[src/rtl/fibo_pkg.sv]
// Shared opcode encodings and controller state type for the Fibonacci sequencer.
// The ALU decodes these same opcode values.
package fibo_pkg;

   localparam logic [2:0] OP_NOP   = 3'b000;
   localparam logic [2:0] OP_ONE   = 3'b001;
   localparam logic [2:0] OP_INC   = 3'b010;
   localparam logic [2:0] OP_DEC   = 3'b011;
   localparam logic [2:0] OP_PASSA = 3'b100;
   localparam logic [2:0] OP_ADD   = 3'b110;
   localparam logic [2:0] OP_PASSB = 3'b111;

   typedef enum logic [2:0] {
      IDLE, LOAD, INIT_A, INIT_B, DEC0, DEC, ADD, DONE
   } state_e;

endpackage

[src/rtl/fibo_controller.sv]
// Computes F(n) mod 2^size by issuing one ALU operation per clock and writing
// the result back; the loop ends when the ALU zero flag is seen after a decrement.
//
// state  | meaning
// IDLE   | waiting for start, n latched on accept
// LOAD   | cnt <- n through the ALU; n=0 finishes here
// INIT_A | fa <- 1
// INIT_B | fb <- 1
// DEC0   | first decrement; n=1 finishes here
// DEC    | decrement loop counter, finish on zero
// ADD    | older term <- fa + fb, flip phase
// DONE   | one-cycle done pulse
module fibo_controller
   import fibo_pkg::*;
#(
   parameter int unsigned size = 4
) (
   input  logic            clk,
   input  logic            rst,
   input  logic            start,
   input  logic [size-1:0] n,
   output logic            busy,
   output logic            done,
   output logic [size-1:0] result,
   output logic            overflow,
   output logic [size-1:0] alu_a,
   output logic [size-1:0] alu_b,
   output logic [2:0]      alu_opcode,
   input  logic [size-1:0] alu_d,
   input  logic            alu_zero
);

   state_e          state_q, state_d;
   logic [size-1:0] cnt_q, cnt_d;
   logic [size-1:0] fa_q, fa_d;
   logic [size-1:0] fb_q, fb_d;
   logic [size-1:0] n_q, n_d;
   logic [size-1:0] result_q, result_d;
   logic            phase_q, phase_d;
   logic            ovf_q, ovf_d;
   logic            busy_q, done_q;

   // ALU drive is a pure decode of the current state so the result settles in-cycle
   always_comb begin
      alu_opcode = OP_NOP;
      alu_a      = '0;
      alu_b      = '0;
      case (state_q)
         LOAD: begin
            alu_opcode = OP_PASSA;
            alu_a      = n_q;
         end
         INIT_A, INIT_B: alu_opcode = OP_ONE;
         DEC0, DEC: begin
            alu_opcode = OP_DEC;
            alu_a      = cnt_q;
         end
         ADD: begin
            alu_opcode = OP_ADD;
            alu_a      = fa_q;
            alu_b      = fb_q;
         end
         default: ;
      endcase
   end

   always_comb begin
      state_d  = state_q;
      cnt_d    = cnt_q;
      fa_d     = fa_q;
      fb_d     = fb_q;
      n_d      = n_q;
      result_d = result_q;
      phase_d  = phase_q;
      ovf_d    = ovf_q;
      case (state_q)
         IDLE: if (start) begin
            n_d     = n;
            ovf_d   = 1'b0;
            phase_d = 1'b0;
            state_d = LOAD;
         end
         LOAD: begin
            cnt_d = alu_d;
            if (alu_zero) begin
               result_d = '0;
               state_d  = DONE;
            end else begin
               state_d = INIT_A;
            end
         end
         INIT_A: begin
            fa_d    = alu_d;
            state_d = INIT_B;
         end
         INIT_B: begin
            fb_d    = alu_d;
            state_d = DEC0;
         end
         DEC0: begin
            cnt_d = alu_d;
            if (alu_zero) begin
               result_d = size'(1);
               state_d  = DONE;
            end else begin
               state_d = DEC;
            end
         end
         DEC: begin
            cnt_d = alu_d;
            if (alu_zero) begin
               result_d = phase_q ? fa_q : fb_q;
               state_d  = DONE;
            end else begin
               state_d = ADD;
            end
         end
         ADD: begin
            if (phase_q) fb_d = alu_d;
            else         fa_d = alu_d;
            phase_d = ~phase_q;
            // a modular sum smaller than an operand means the add wrapped
            if (alu_d < fa_q) ovf_d = 1'b1;
            state_d = DEC;
         end
         DONE:    state_d = IDLE;
         default: state_d = IDLE;
      endcase
   end

   always_ff @(posedge clk or posedge rst) begin
      if (rst) begin
         state_q  <= IDLE;
         cnt_q    <= '0;
         fa_q     <= '0;
         fb_q     <= '0;
         n_q      <= '0;
         result_q <= '0;
         phase_q  <= 1'b0;
         ovf_q    <= 1'b0;
         busy_q   <= 1'b0;
         done_q   <= 1'b0;
      end else begin
         state_q  <= state_d;
         cnt_q    <= cnt_d;
         fa_q     <= fa_d;
         fb_q     <= fb_d;
         n_q      <= n_d;
         result_q <= result_d;
         phase_q  <= phase_d;
         ovf_q    <= ovf_d;
         busy_q   <= (state_d != IDLE) && (state_d != DONE);
         done_q   <= (state_d == DONE);
      end
   end

   assign busy     = busy_q;
   assign done     = done_q;
   assign result   = result_q;
   assign overflow = ovf_q;

endmodule

[config.mk]
export PLATFORM = sky130hd
export DESIGN_NAME = fibo_controller
export DESIGN_NICKNAME = d
export VERILOG_FILES = /design/src/rtl/fibo_pkg.sv /design/src/rtl/fibo_controller.sv
export SDC_FILE = /design/constraint.sdc
export NUM_CORES = 1
export LEC_CHECK = 0
export CORE_MARGIN = 2
export CORE_UTILIZATION = 45
export CTS_BUF_LIST = sky130_fd_sc_hd__clkbuf_16
export CTS_CLUSTER_DIAMETER = 50
export CTS_CLUSTER_SIZE = 10
export DETAILED_ROUTE_END_ITERATION = 8
export GPL_TIMING_DRIVEN = 0
export PLACE_DENSITY = 0.74
export SYNTH_ARGS = -nofsm -noshare
export SYNTH_HDL_FRONTEND = slang
export SYNTH_SLANG_ARGS = --single-unit
[constraint.sdc]
create_clock -name clk -period 1.95 [get_ports clk]
set_input_delay 0.4875 -clock clk [delete_from_list [all_inputs] [get_ports clk]]
set_output_delay 0.4875 -clock clk [all_outputs]
set_load 0.01 [all_outputs]
==> metrics.md <==
| Metric | Value |
|---|---|
| Run status | `finished clean` |
| Post-Synthesis Net Count | `between 100 and 150` |
| Hold Path End | `result[3]$_DFFE_PP0P_` |
| Min-Delay Path Depth | `1` |
| Final-stage net count | `181` |
| Share of final-layout standard cells stronger than drive strength 1 | `0.394` |
| Setup clock skew after layout | `0.00514 ns` |
| Proportion of synthesized chip area in sequential cells | `0.472` |
| Post-Place Setup Slack | `-0.266 ns` |
| Detailed-route DRC error count | `0` |
| Number of hold buffers added after cts | `0` |
| Dpl hpwl | `2.24 mm` |
| Power share of the combinational group | `0.573` |
| Deepest level of the CTS H-tree | `1` |
| Average wire per cell in the routed design | `between 15 and 20 µm` |
| Gpl congestion | `0.855` |
| Worst voltage drop across the vdd grid | `just over 0.7 mV` |
| Syn Area/Cell | `approximately 12 µm²` |
| N_diodes | `0` |
| Sw Pwr | `approximately 1300 µW` |
| Beginning of the worst hold path | `result[3]$_DFFE_PP0P_` |
| Flop2flop setup slack | `approximately 0.31 ns` |
| Netlist Area Pre-Place | `around 1400 µm²` |
| Aggregate global routing overflow | `0` |
| Post-synth ARST share | `1.00` |
| Initial Util | `0.473` |
| Quantity of I/O buffers inserted on ports | `29` |
| Path type of the worst setup path | `reg2out` |
| Total number of vias | `about 1100` |
| Final period demand of the worst path | `a little under 2 ns` |
| Via-to-Cell Ratio | `5.25` |
| First-pass GRT wire length | `between 5 and 6 mm` |
| Pleak | `between 0.0008 and 0.0009 µW` |
| Mapped Cells | `120` |
| Fmax | `~0.52 GHz` |
| Number of maximum-capacitance constraint violations | `0` |
| Fillers | `between 200 and 250` |
| Total power after layout | `3510 µW` |
| Clock latency on the worst-skew pair | `~0.26 ns` |
| WP data required | `roughly 1.5 ns` |
| Count of synthesis-stage warnings from yosys | `0` |
| Startpoint type of the worst setup path | `register` |
| Final cycle utilization of the critical path | `0.993` |
| Total wire length after detailed routing | `between 3 and 4 mm` |
| Seq cells post-synth | `27` |
| Number of violations reported at the end of detailed-routing iteration 0 | `39` |
| Maximum buffer depth of the clock tree | `2` |
| Ys flop type | `dfrtp_1` |
| R2R cell count | `4` |
| Area enclosed by the die boundary | `~3600 µm²` |
| Final hold viol count | `0` |
| Crit path capture type | `primary output` |
| TritonRoute pass-1 iters | `6` |
| Total I/O pin count | `30` |
| Signed area change from the synthesized netlist to the final layout | `37.7%` |
| Final setup vio count | `0` |
| Cell-internal power | `approximately 2200 µW` |
| Chip Width | `just over 60 µm` |
| # rows | `20` |
| Clock buffer count from CTS | `3` |
| Worst-case headroom to the max-slew limit | `0.328` |
| Initial antenna violation count | `0` |
| Clock tree sinks | `27` |
| Destination of the worst register-to-register timing path | `n_q[2]$_DFFE_PP0P_` |
| Arrival time of data at the critical path endpoint | `roughly 1.5 ns` |
| Maximum net fanout on the critical path | `5` |
| Maximum number of pins on one net before global-route repair | `28` |
| Floorplan Core Area | `3030 µm²` |
| Net Sw Frac | `0.365` |
| Height of the chip | `~60 µm` |
| GRT Total Usage | `0.208` |
| Post-route setup slack | `0.0138 ns` |
| Worst hold path type | `reg2reg` |
| Clk network pwr share | `0.130` |
| Cell at the root of the clock tree | `clkbuf_16` |
| Power per unit of standard cell area | `1780 nW/µm²` |
| Count of unique library cells instantiated by Yosys | `38` |
| Clock-pin slew on the worst setup and hold paths | `0.06 ns` |
| Vias in the first global route | `1169` |
| Final Core Density | `0.651` |
| Post-synth EDFFs | `0` |
| Unrepaired setup endpoints after global routing | `true` |
| Clock tree from TritonCTS | `built` |
| Startpoint of the worst register-to-register path | `state_q[2]$_DFF_PP0_` |
| Share of total power in sequential cells | `0.298` |
| Slew of the pin with the lowest slew margin | `1.01 ns` |
| Max Transition Viols Final | `0` |
| Number of nets with antenna violations after detailed routing | `0` |
metrics by stage:
step | instance area [µm²] | setup TNS (ns) | hold WS [ns] | instances
final | 1970 | 0 | 0.497 | 209
after detailed placement | 1780 | -1.91 | 0.478 | 193
after global placement | 1780 | -1.73 | 0.476 | 193
after CTS | 1940 | -0.0588 | 0.500 | 205
after global routing | 1970 | -0.0605 | 0.520 | 209
after floorplan | 1430 | 0 | 0.482 | 120
layer usage:
layer / vias up / global-route usage / wire, µm
li1: 520 / - / -
met1: 547 / 0.267 / 1480
met2: 22 / 0.346 / 1790
met3: 9 / 0.0192 / 62
met4: 0 / 0.114 / 85
met5: - / 0 / 0
worst max-delay path, cell delays in order (launching register included):
cell and delay (ns):
dfrtp_2 0.42, buf_6 0.13, and3b_2 0.24, buf_6 0.13, and2_4 0.15, buf_6 0.11
layout make-up:
class	instances	area (µm²)	share of cell area
flip-flops and latches	27	679	0.345
inverters	7	26.3	0.0133
clock inverters	1	3.75	0.00190
repair buffers	42	369	0.187
multi-input cells	79	704	0.357
well taps	44	55.1	0.0279
clock buffers	3	75.1	0.0381
plain buffers	6	57.6	0.0292
repair_timing:
| action | in CTS | in global routing |
|---|---|---|
| pin swaps | 0 | 2 |
| gates resized for setup | 45 | 11 |
| hold endpoints to repair | 0 | 0 |
| endpoints found under the setup margin | 11 | 11 |
| setup buffers | 8 | 5 |
Yosys cell counts (2+ instances only):
| cell | instances | area [µm²] |
|---|---|---|
| nor2b_1 | 2 | 12.5 |
| mux2i_1 | 3 | 30.0 |
| and2_1 | 4 | 25.0 |
| nor2_1 | 2 | 7.51 |
| ha_1 | 3 | 37.5 |
| nand3b_1 | 3 | 22.5 |
| nand2_1 | 4 | 15.0 |
| o22ai_1 | 2 | 12.5 |
| buf_6 | 2 | 22.5 |
| inv_1 | 7 | 26.3 |
| buf_2 | 3 | 15.0 |
| a21oi_1 | 6 | 30.0 |
| a22oi_1 | 3 | 22.5 |
| mux2_4 | 4 | 60.1 |
| o2bb2ai_1 | 3 | 26.3 |
| dfrtp_1 | 27 | 676 |
| nor3_1 | 2 | 10.0 |
| o21ai_0 | 7 | 35.0 |
| mux2_2 | 14 | 158 |
power by group through the flow:
stage	clock network, µW	logic [µW]	registers, µW
2_1_floorplan	0	1150	1020
3_3_place_gp	0	1700	1040
3_5_place_dp	0	1740	1060
4_1_cts	464	1910	1050
5_1_grt	486	2170	1070
6_report	455	2010	1050
cell families after synthesis:
family | share of synthesized area
AO/OA/AOI/OAI | 0.139
multiplexers | 0.173
AND/OR/NAND/NOR | 0.130
flip-flops | 0.472
XOR/XNOR | 0.00612
buffers and inverters | 0.0533
adder cells (fa/ha/maj) | 0.0262
worst max path at each step:
stage | from | to | slack [ns]
CTS | state_q[2]$_DFF_PP0_ | alu_a[1] | -0.06
global route | state_q[2]$_DFF_PP0_ | alu_a[0] | -0.02
floorplan | state_q[2]$_DFF_PP0_ | alu_a[1] | 0.36
detailed placement | state_q[2]$_DFF_PP0_ | alu_a[1] | -0.27
global placement | state_q[2]$_DFF_PP0_ | alu_a[1] | -0.26
finish | state_q[2]$_DFF_PP0_ | alu_b[3] | 0.01
flip-flops by register name, indices dropped and copies added, names as in the netlist:
name and flops:
cnt_q 4, fa_q 4, fb_q 4, n_q 4, result 4, state_q 3, busy 1, done 1
overflow 1, phase_q 1
cell usage in the layout, fill, tap and decap left out, drive strengths merged, types with 2 or more instances in the layout:
master,instances
inv,8
ha,3
and3b,2
a22oi,3
nor3,2
mux2,18
o2bb2ai,3
and2,4
clkbuf,8
nand2,4
o22ai,2
nor2b,2
dfrtp,27
o21ai,8
buf,23
nand3b,4
mux2i,3
a21oi,6
clkdlybuf4s50,18
nor2,3
Power figures use the tool's default switching activity.
